File: src/rtl/ls_result_buffer_pkg.sv
// ---------------------------------------------------------------------------
// ls_result_buffer_pkg
//   Shared definitions for the load/store result buffer:
//     - LS_RRN_WIDTH / LS_ARN_WIDTH : default rename-tag and arch-register widths
//     - cdb_entry_t                 : one queued result / one CDB beat
//     - ls_buf_state_e              : bus-request FSM states
// ---------------------------------------------------------------------------
package ls_result_buffer_pkg;

    localparam int unsigned LS_DATA_WIDTH = 32;
    localparam int unsigned LS_RRN_WIDTH  = 6;
    localparam int unsigned LS_ARN_WIDTH  = 5;

    typedef struct packed {
        logic [LS_DATA_WIDTH-1:0] result;
        logic [LS_RRN_WIDTH-1:0]  rrn;
        logic [LS_ARN_WIDTH-1:0]  arn;
        logic                     reg_write;
    } cdb_entry_t;

    typedef enum logic [1:0] {
        IDLE  = 2'd0,
        REQ   = 2'd1,
        DRIVE = 2'd2
    } ls_buf_state_e;

endpackage

File: src/rtl/ls_result_buffer_fifo.sv
// ---------------------------------------------------------------------------
// sync_fifo
//   Single-clock FIFO with synchronous active-low reset and synchronous flush.
//   Read data is the current head (combinational from storage); a pop
//   advances the head at the clock edge.
//
//   Ports:
//     clk_i    in   clock
//     rst_ni   in   synchronous active-low reset
//     flush_i  in   synchronous clear of pointers and count
//     push_i   in   write wdata_i at the tail (ignored when full)
//     wdata_i  in   WIDTH-bit write data
//     pop_i    in   drop the head entry (ignored when empty)
//     rdata_o  out  WIDTH-bit head entry
//     count_o  out  number of valid entries (log2(DEPTH)+1 bits)
//     full_o   out  count == DEPTH
//     empty_o  out  count == 0
// ---------------------------------------------------------------------------
module sync_fifo #(
    parameter int unsigned WIDTH = 8,
    parameter int unsigned DEPTH = 4
) (
    input  logic                       clk_i,
    input  logic                       rst_ni,
    input  logic                       flush_i,
    input  logic                       push_i,
    input  logic [WIDTH-1:0]           wdata_i,
    input  logic                       pop_i,
    output logic [WIDTH-1:0]           rdata_o,
    output logic [$clog2(DEPTH):0]     count_o,
    output logic                       full_o,
    output logic                       empty_o
);

    localparam int unsigned PTR_W = $clog2(DEPTH);
    localparam int unsigned CNT_W = PTR_W + 1;
    localparam logic [CNT_W-1:0] DEPTH_C = CNT_W'(DEPTH);

    logic [WIDTH-1:0] mem_q [DEPTH];
    logic [PTR_W-1:0] wr_ptr_q, wr_ptr_d;
    logic [PTR_W-1:0] rd_ptr_q, rd_ptr_d;
    logic [CNT_W-1:0] count_q, count_d;
    logic             do_push;
    logic             do_pop;

    assign full_o  = (count_q == DEPTH_C);
    assign empty_o = (count_q == '0);
    assign count_o = count_q;
    assign rdata_o = mem_q[rd_ptr_q];

    assign do_push = push_i && !full_o;
    assign do_pop  = pop_i && !empty_o;

    // Pointers are exactly log2(DEPTH) bits, so increment wraps on its own.
    always_comb begin
        wr_ptr_d = wr_ptr_q;
        rd_ptr_d = rd_ptr_q;
        count_d  = count_q;
        if (do_push) begin
            wr_ptr_d = wr_ptr_q + PTR_W'(1);
        end
        if (do_pop) begin
            rd_ptr_d = rd_ptr_q + PTR_W'(1);
        end
        case ({do_push, do_pop})
            2'b10:   count_d = count_q + CNT_W'(1);
            2'b01:   count_d = count_q - CNT_W'(1);
            default: count_d = count_q;
        endcase
        if (flush_i) begin
            wr_ptr_d = '0;
            rd_ptr_d = '0;
            count_d  = '0;
        end
    end

    always_ff @(posedge clk_i) begin
        if (!rst_ni) begin
            wr_ptr_q <= '0;
            rd_ptr_q <= '0;
            count_q  <= '0;
        end else begin
            wr_ptr_q <= wr_ptr_d;
            rd_ptr_q <= rd_ptr_d;
            count_q  <= count_d;
        end
    end

    // Storage needs no reset: an entry is only read after it has been written.
    always_ff @(posedge clk_i) begin
        if (do_push && !flush_i) begin
            mem_q[wr_ptr_q] <= wdata_i;
        end
    end

endmodule

File: src/rtl/ls_result_buffer.sv
// ---------------------------------------------------------------------------
// ls_result_buffer
//   Queues completed load/store results and delivers them on the common data
//   bus. Each entry requests the bus (REQ), and on grant is copied into the
//   CDB output registers and driven for one cycle (DRIVE). o_ready throttles
//   the reservation-station issue path.
//
//   Handshakes:
//     upstream  : an entry is accepted on a cycle with i_valid && o_ready;
//                 o_ready depends only on registered occupancy and i_flush,
//                 so a pop in the same cycle never frees room for that push.
//     arbiter   : o_get_bus is held while in REQ; i_bus_granted is only
//                 looked at in REQ; the beat follows one cycle after grant.
//
//   Ports:
//     i_clock, i_reset_n         clock, synchronous active-low reset
//     i_flush                    synchronous pipeline clear
//     i_valid, i_result, i_rrn,
//     i_arn, i_reg_write         incoming LoadStore result
//     o_ready                    buffer can accept an entry this cycle
//     o_get_bus, i_bus_granted   CDB request / grant
//     o_cdb_valid, o_cdb_result,
//     o_cdb_rrn, o_cdb_arn,
//     o_cdb_reg_write            registered CDB beat
//
//   RRN_WIDTH / ARN_WIDTH must equal the package widths, since entries are
//   stored as cdb_entry_t.
// ---------------------------------------------------------------------------
module ls_result_buffer
    import ls_result_buffer_pkg::*;
#(
    parameter int unsigned DEPTH     = 4,
    parameter int unsigned RRN_WIDTH = LS_RRN_WIDTH,
    parameter int unsigned ARN_WIDTH = LS_ARN_WIDTH
) (
    input  logic                 i_clock,
    input  logic                 i_reset_n,
    input  logic                 i_flush,
    input  logic                 i_valid,
    input  logic [31:0]          i_result,
    input  logic [RRN_WIDTH-1:0] i_rrn,
    input  logic [ARN_WIDTH-1:0] i_arn,
    input  logic                 i_reg_write,
    output logic                 o_ready,
    output logic                 o_get_bus,
    input  logic                 i_bus_granted,
    output logic                 o_cdb_valid,
    output logic [31:0]          o_cdb_result,
    output logic [RRN_WIDTH-1:0] o_cdb_rrn,
    output logic [ARN_WIDTH-1:0] o_cdb_arn,
    output logic                 o_cdb_reg_write
);

    localparam int unsigned CNT_W = $clog2(DEPTH) + 1;
    localparam logic [CNT_W-1:0] ONE_C = CNT_W'(1);

    ls_buf_state_e    state_q, state_d;
    cdb_entry_t       cdb_q, cdb_d;
    cdb_entry_t       push_entry;
    cdb_entry_t       head_entry;
    logic [CNT_W-1:0] count;
    logic             fifo_full;
    logic             fifo_empty;
    logic             push;
    logic             pop;

    assign o_ready = !fifo_full && !i_flush;
    assign push    = i_valid && o_ready;
    assign pop     = (state_q == DRIVE) && !i_flush;

    assign push_entry = '{result: i_result, rrn: i_rrn, arn: i_arn, reg_write: i_reg_write};

    sync_fifo #(
        .WIDTH ($bits(cdb_entry_t)),
        .DEPTH (DEPTH)
    ) u_fifo (
        .clk_i   (i_clock),
        .rst_ni  (i_reset_n),
        .flush_i (i_flush),
        .push_i  (push),
        .wdata_i (push_entry),
        .pop_i   (pop),
        .rdata_o (head_entry),
        .count_o (count),
        .full_o  (fifo_full),
        .empty_o (fifo_empty)
    );

    always_comb begin
        state_d     = state_q;
        cdb_d       = cdb_q;
        o_get_bus   = 1'b0;
        o_cdb_valid = 1'b0;
        case (state_q)
            IDLE: begin
                if (!fifo_empty || push) begin
                    state_d = REQ;
                end
            end
            REQ: begin
                o_get_bus = 1'b1;
                if (i_bus_granted) begin
                    cdb_d   = head_entry;
                    state_d = DRIVE;
                end
            end
            DRIVE: begin
                o_cdb_valid = 1'b1;
                cdb_d       = '0;
                // Entries left after this pop: (count - 1 + push), non-negative here.
                if ((count > ONE_C) || push) begin
                    state_d = REQ;
                end else begin
                    state_d = IDLE;
                end
            end
            default: begin
                state_d = IDLE;
                cdb_d   = '0;
            end
        endcase
        // Flush wins over everything: drop the request, suppress a beat in
        // flight and discard whatever would have been latched.
        if (i_flush) begin
            state_d     = IDLE;
            cdb_d       = '0;
            o_get_bus   = 1'b0;
            o_cdb_valid = 1'b0;
        end
    end

    always_ff @(posedge i_clock) begin
        if (!i_reset_n) begin
            state_q <= IDLE;
            cdb_q   <= '0;
        end else begin
            state_q <= state_d;
            cdb_q   <= cdb_d;
        end
    end

    assign o_cdb_result    = cdb_q.result;
    assign o_cdb_rrn       = cdb_q.rrn;
    assign o_cdb_arn       = cdb_q.arn;
    assign o_cdb_reg_write = cdb_q.reg_write;

endmodule

File: config.mk
export PLATFORM = sky130hd
export DESIGN_NAME = ls_result_buffer
export DESIGN_NICKNAME = d
export VERILOG_FILES = /design/src/rtl/ls_result_buffer_pkg.sv /design/src/rtl/ls_result_buffer_fifo.sv /design/src/rtl/ls_result_buffer.sv
export SDC_FILE = /design/constraint.sdc
export NUM_CORES = 1
export LEC_CHECK = 0
export CORE_ASPECT_RATIO = 0.6
export CORE_MARGIN = 5
export CORE_UTILIZATION = 40
export DETAILED_ROUTE_END_ITERATION = 6
export DONT_BUFFER_PORTS = 1
export PLACE_DENSITY_LB_ADDON = 0.05
export SYNTH_ARGS = -nofsm -noshare
export SYNTH_HDL_FRONTEND = slang
export SYNTH_SLANG_ARGS = --single-unit
File: constraint.sdc
create_clock -name i_clock -period 2.3 [get_ports i_clock]
set_input_delay 0.345 -clock i_clock [delete_from_list [all_inputs] [get_ports i_clock]]
set_output_delay 0.345 -clock i_clock [all_outputs]
set_load 0.005 [all_outputs]
==> results.json <==
{
  "status": "complete, no violations",
  "num_rows": 40,
  "ys_seq_area_share_pct": 76.9,
  "power_switching_mw": 1.61,
  "total_leakage_power_nw": 3.23,
  "relSlewSlack_pct": 60.8,
  "start_util_pct": 41.1,
  "grt_max_degree": 45,
  "grt_setup_unrepaired": "no",
  "power_per_cell_area_mw_per_mm2": 823,
  "layout.nets": 532,
  "cts_sinks": 231,
  "finClkSkew_ns": 0.0140,
  "overflow": 0,
  "vias_per_cell": 5.17,
  "routedWlPerCell_um": 21.8,
  "cpPeakStageDelay_ns": 0.40,
  "cp_data_required_time_ns": 2.73,
  "yosys_warnings": 0,
  "startpoint_type": "flip-flop",
  "power_mw": 8.19,
  "finish.utilization_pct": 49.2,
  "r2r_slack_ns": 0.24,
  "clk_transition_reported_paths_ns": 0.06,
  "synthDistinctLibCells": 32,
  "synthesis.nets": 467,
  "cts_tree": "yes",
  "final_cell_mix": "edfxtp_1, dfxtp_1, dlygate4sd3_1, mux4_2, a22o_1",
  "peakVddDrop_mv": 0.529,
  "synthArstFlopShare_pct": 0,
  "setup_viol": 0,
  "hp-class": "in -> reg",
  "die_w_um": 196,
  "vias": 3951,
  "cts_max_path_buffers": 3,
  "globalplace.congestion": 0.681,
  "tns_ns": 0,
  "syn_inst": 409,
  "combPwrFrac_pct": 2.8,
  "first_pass_iters": 4,
  "routed_wirelength_mm": 16.7,
  "end_kind": "flip-flop",
  "hold_violations": 0,
  "dieArea_mm2": 0.0238,
  "sw_frac_of_total_pct": 19.7,
  "detail-route-antenna-nets": 0,
  "core_mm2": 0.0202,
  "drc": 0,
  "syn_to_final_growth_pct": 19.8,
  "slowest_stage": "dfxtp_1",
  "grt_pass1_vias": 4184,
  "num-fill-cells": 1688,
  "synthFlopType": "edfxtp_1",
  "io_buffer_count": 0,
  "antenna_found_initial": 0,
  "syn-cell-area_mm2": 0.00831,
  "drv_cap": 0,
  "cts_made_buffers": 23,
  "finalMaxSlewViolations": 0,
  "min_period_ns": 2.06,
  "htree_levels": 1,
  "crit_fanout": 5,
  "clk_latency_ns": 0.51,
  "cts_setup_buffers": 0,
  "synth_edf_count": 176,
  "io_pins": 96,
  "diodes": 0,
  "cp.arrival_ns": 2.49,
  "max_freq_mhz": 486,
  "final_common_cell": "edfxtp_1",
  "crit_chain": "inv_1 > ha_1 > and2_1 > nor2_1 > inv_1 > ha_1 > or3_1 > a21oi_1",
  "syn_avg_cell_area_um2": 20.3,
  "p_int_mw": 6.57,
  "crit_type": "reg -> reg",
  "placed_cells_incl_taps": 678,
  "power_frac_seq_pct": 55.6,
  "root_buffer": "clkbuf_16",
  "stdcell_count": 764,
  "pwr-share-clk_pct": 41.5,
  "post-dp-hpwl_mm": 10.0,
  "period_share_pct": 89.5,
  "grt_pass1_wl_mm": 25.9,
  "tightest_slew_ns": 0.588,
  "first_iter_violations": 142,
  "ys_ff_latch": 231,
  "track_usage_pct": 14.2,
  "drive_above_1_share_pct": 20.8,
  "die_h_um": 122
}
[kinds of logic after synthesis]
family | count (synthesis) | synth area share [%]
flops | 231 | 76.9
compound gates | 59 | 5.69
mux | 46 | 12.0
simple gates | 33 | 2.32
buf+inv | 29 | 1.52
fa+ha+maj | 9 | 1.36
xor+xnor | 2 | 0.211
[synthesized netlist by cell type (2+ instances only)]
| cell type | number | share of area [%] |
|---|---|---|
| ha_1 | 9 | 1.4 |
| buf_2 | 11 | 0.66 |
| a21oi_1 | 6 | 0.36 |
| mux2i_1 | 2 | 0.24 |
| nand3_1 | 2 | 0.12 |
| o21ai_0 | 5 | 0.30 |
| dfxtp_1 | 55 | 13 |
| inv_1 | 9 | 0.41 |
| or3_1 | 3 | 0.23 |
| edfxtp_1 | 176 | 64 |
| and3_1 | 5 | 0.38 |
| a22o_1 | 43 | 4.5 |
| nor2_1 | 8 | 0.36 |
| clkbuf_1 | 7 | 0.32 |
| mux4_2 | 43 | 12 |
| nor2b_1 | 4 | 0.30 |
| nand2_1 | 3 | 0.14 |
| nand2b_1 | 3 | 0.23 |
| xor2_1 | 2 | 0.21 |
[critical path: cells and delay by family, from the launching register on]
family                     cells  cell delay, ns
and+or+nand+nor                3            0.73
DFF                            1            0.40
adders and majority gates      2            0.58
buffers and inverters          2            0.14
AOI/OAI and AO/OA              1            0.13
[registers in the layout (all words and copies together), names as in the netlist, 2 cells and up, named ones only]
signal / count
u_fifo.rd_ptr_q: 2
u_fifo.wr_ptr_q: 2
o_cdb_result: 32
state_q: 2
u_fifo.mem_q: 176
o_cdb_arn: 5
u_fifo.count_o: 3
o_cdb_rrn: 6
[path summary, 6_finish.rpt]
kind / start / end / depth (start not counted)
hold reg to reg: state_q[1] / o_cdb_result[6] / 1
setup reg to reg: u_fifo.count_o[0] / u_fifo.count_o[2] / 8
hold / removal: i_flush / state_q[0] / 2
setup / recovery: u_fifo.count_o[0] / u_fifo.count_o[2] / 8
[what timing repair did]
item / in CTS / in global routing
hold buffers: 44 / 0
resized for setup: 0 / 0
hold endpoints to repair: 176 / 0
setup endpoints to repair: 0 / 0
[layer usage]
| metal | wire length, um | GRT usage, % | part of all wire (%) |
|---|---|---|---|
| met1 | 7310 | 19.0 | 44 |
| met2 | 7920 | 22.7 | 47 |
| met3 | 1150 | 4.78 | 6.9 |
| met4 | 297 | 3.23 | 1.8 |
| met5 | 0 | 0 | 0 |
[stage by stage]
stage	cell area [um^2]	hold slack [ns]	worst slack [ns]
after CTS	9950	0.00721	0.228
after detailed placement	8830	0.444	0.251
after global placement	8830	0.444	0.271
after floorplan	8310	0.434	0.395
final	9950	0.0306	0.242
after global routing	9950	0.0126	0.0751
[power by group through the flow]
stage | Sequential [mW] | Clock [mW] | Combinational (mW)
after floorplan | 4.64 | 0 | 0.0964
after global placement | 4.65 | 0 | 0.145
after detailed placement | 4.65 | 0 | 0.145
after CTS | 4.56 | 3.52 | 0.238
after global routing | 4.56 | 3.72 | 0.254
final | 4.56 | 3.40 | 0.232
[cell type report]
class                      instances  area [um^2]  share of cell area, %
clock buffer                      34          637                   6.40
inverter                           9         33.8                  0.340
timing repair buffer              60          698                   7.02
tap                              273          342                   3.43
clock inverter                     8         46.3                  0.465
multi-input combinational        149         1800                   18.1
sequential                       231         6390                   64.2
Note: power is estimated with default switching activity, not from simulation.
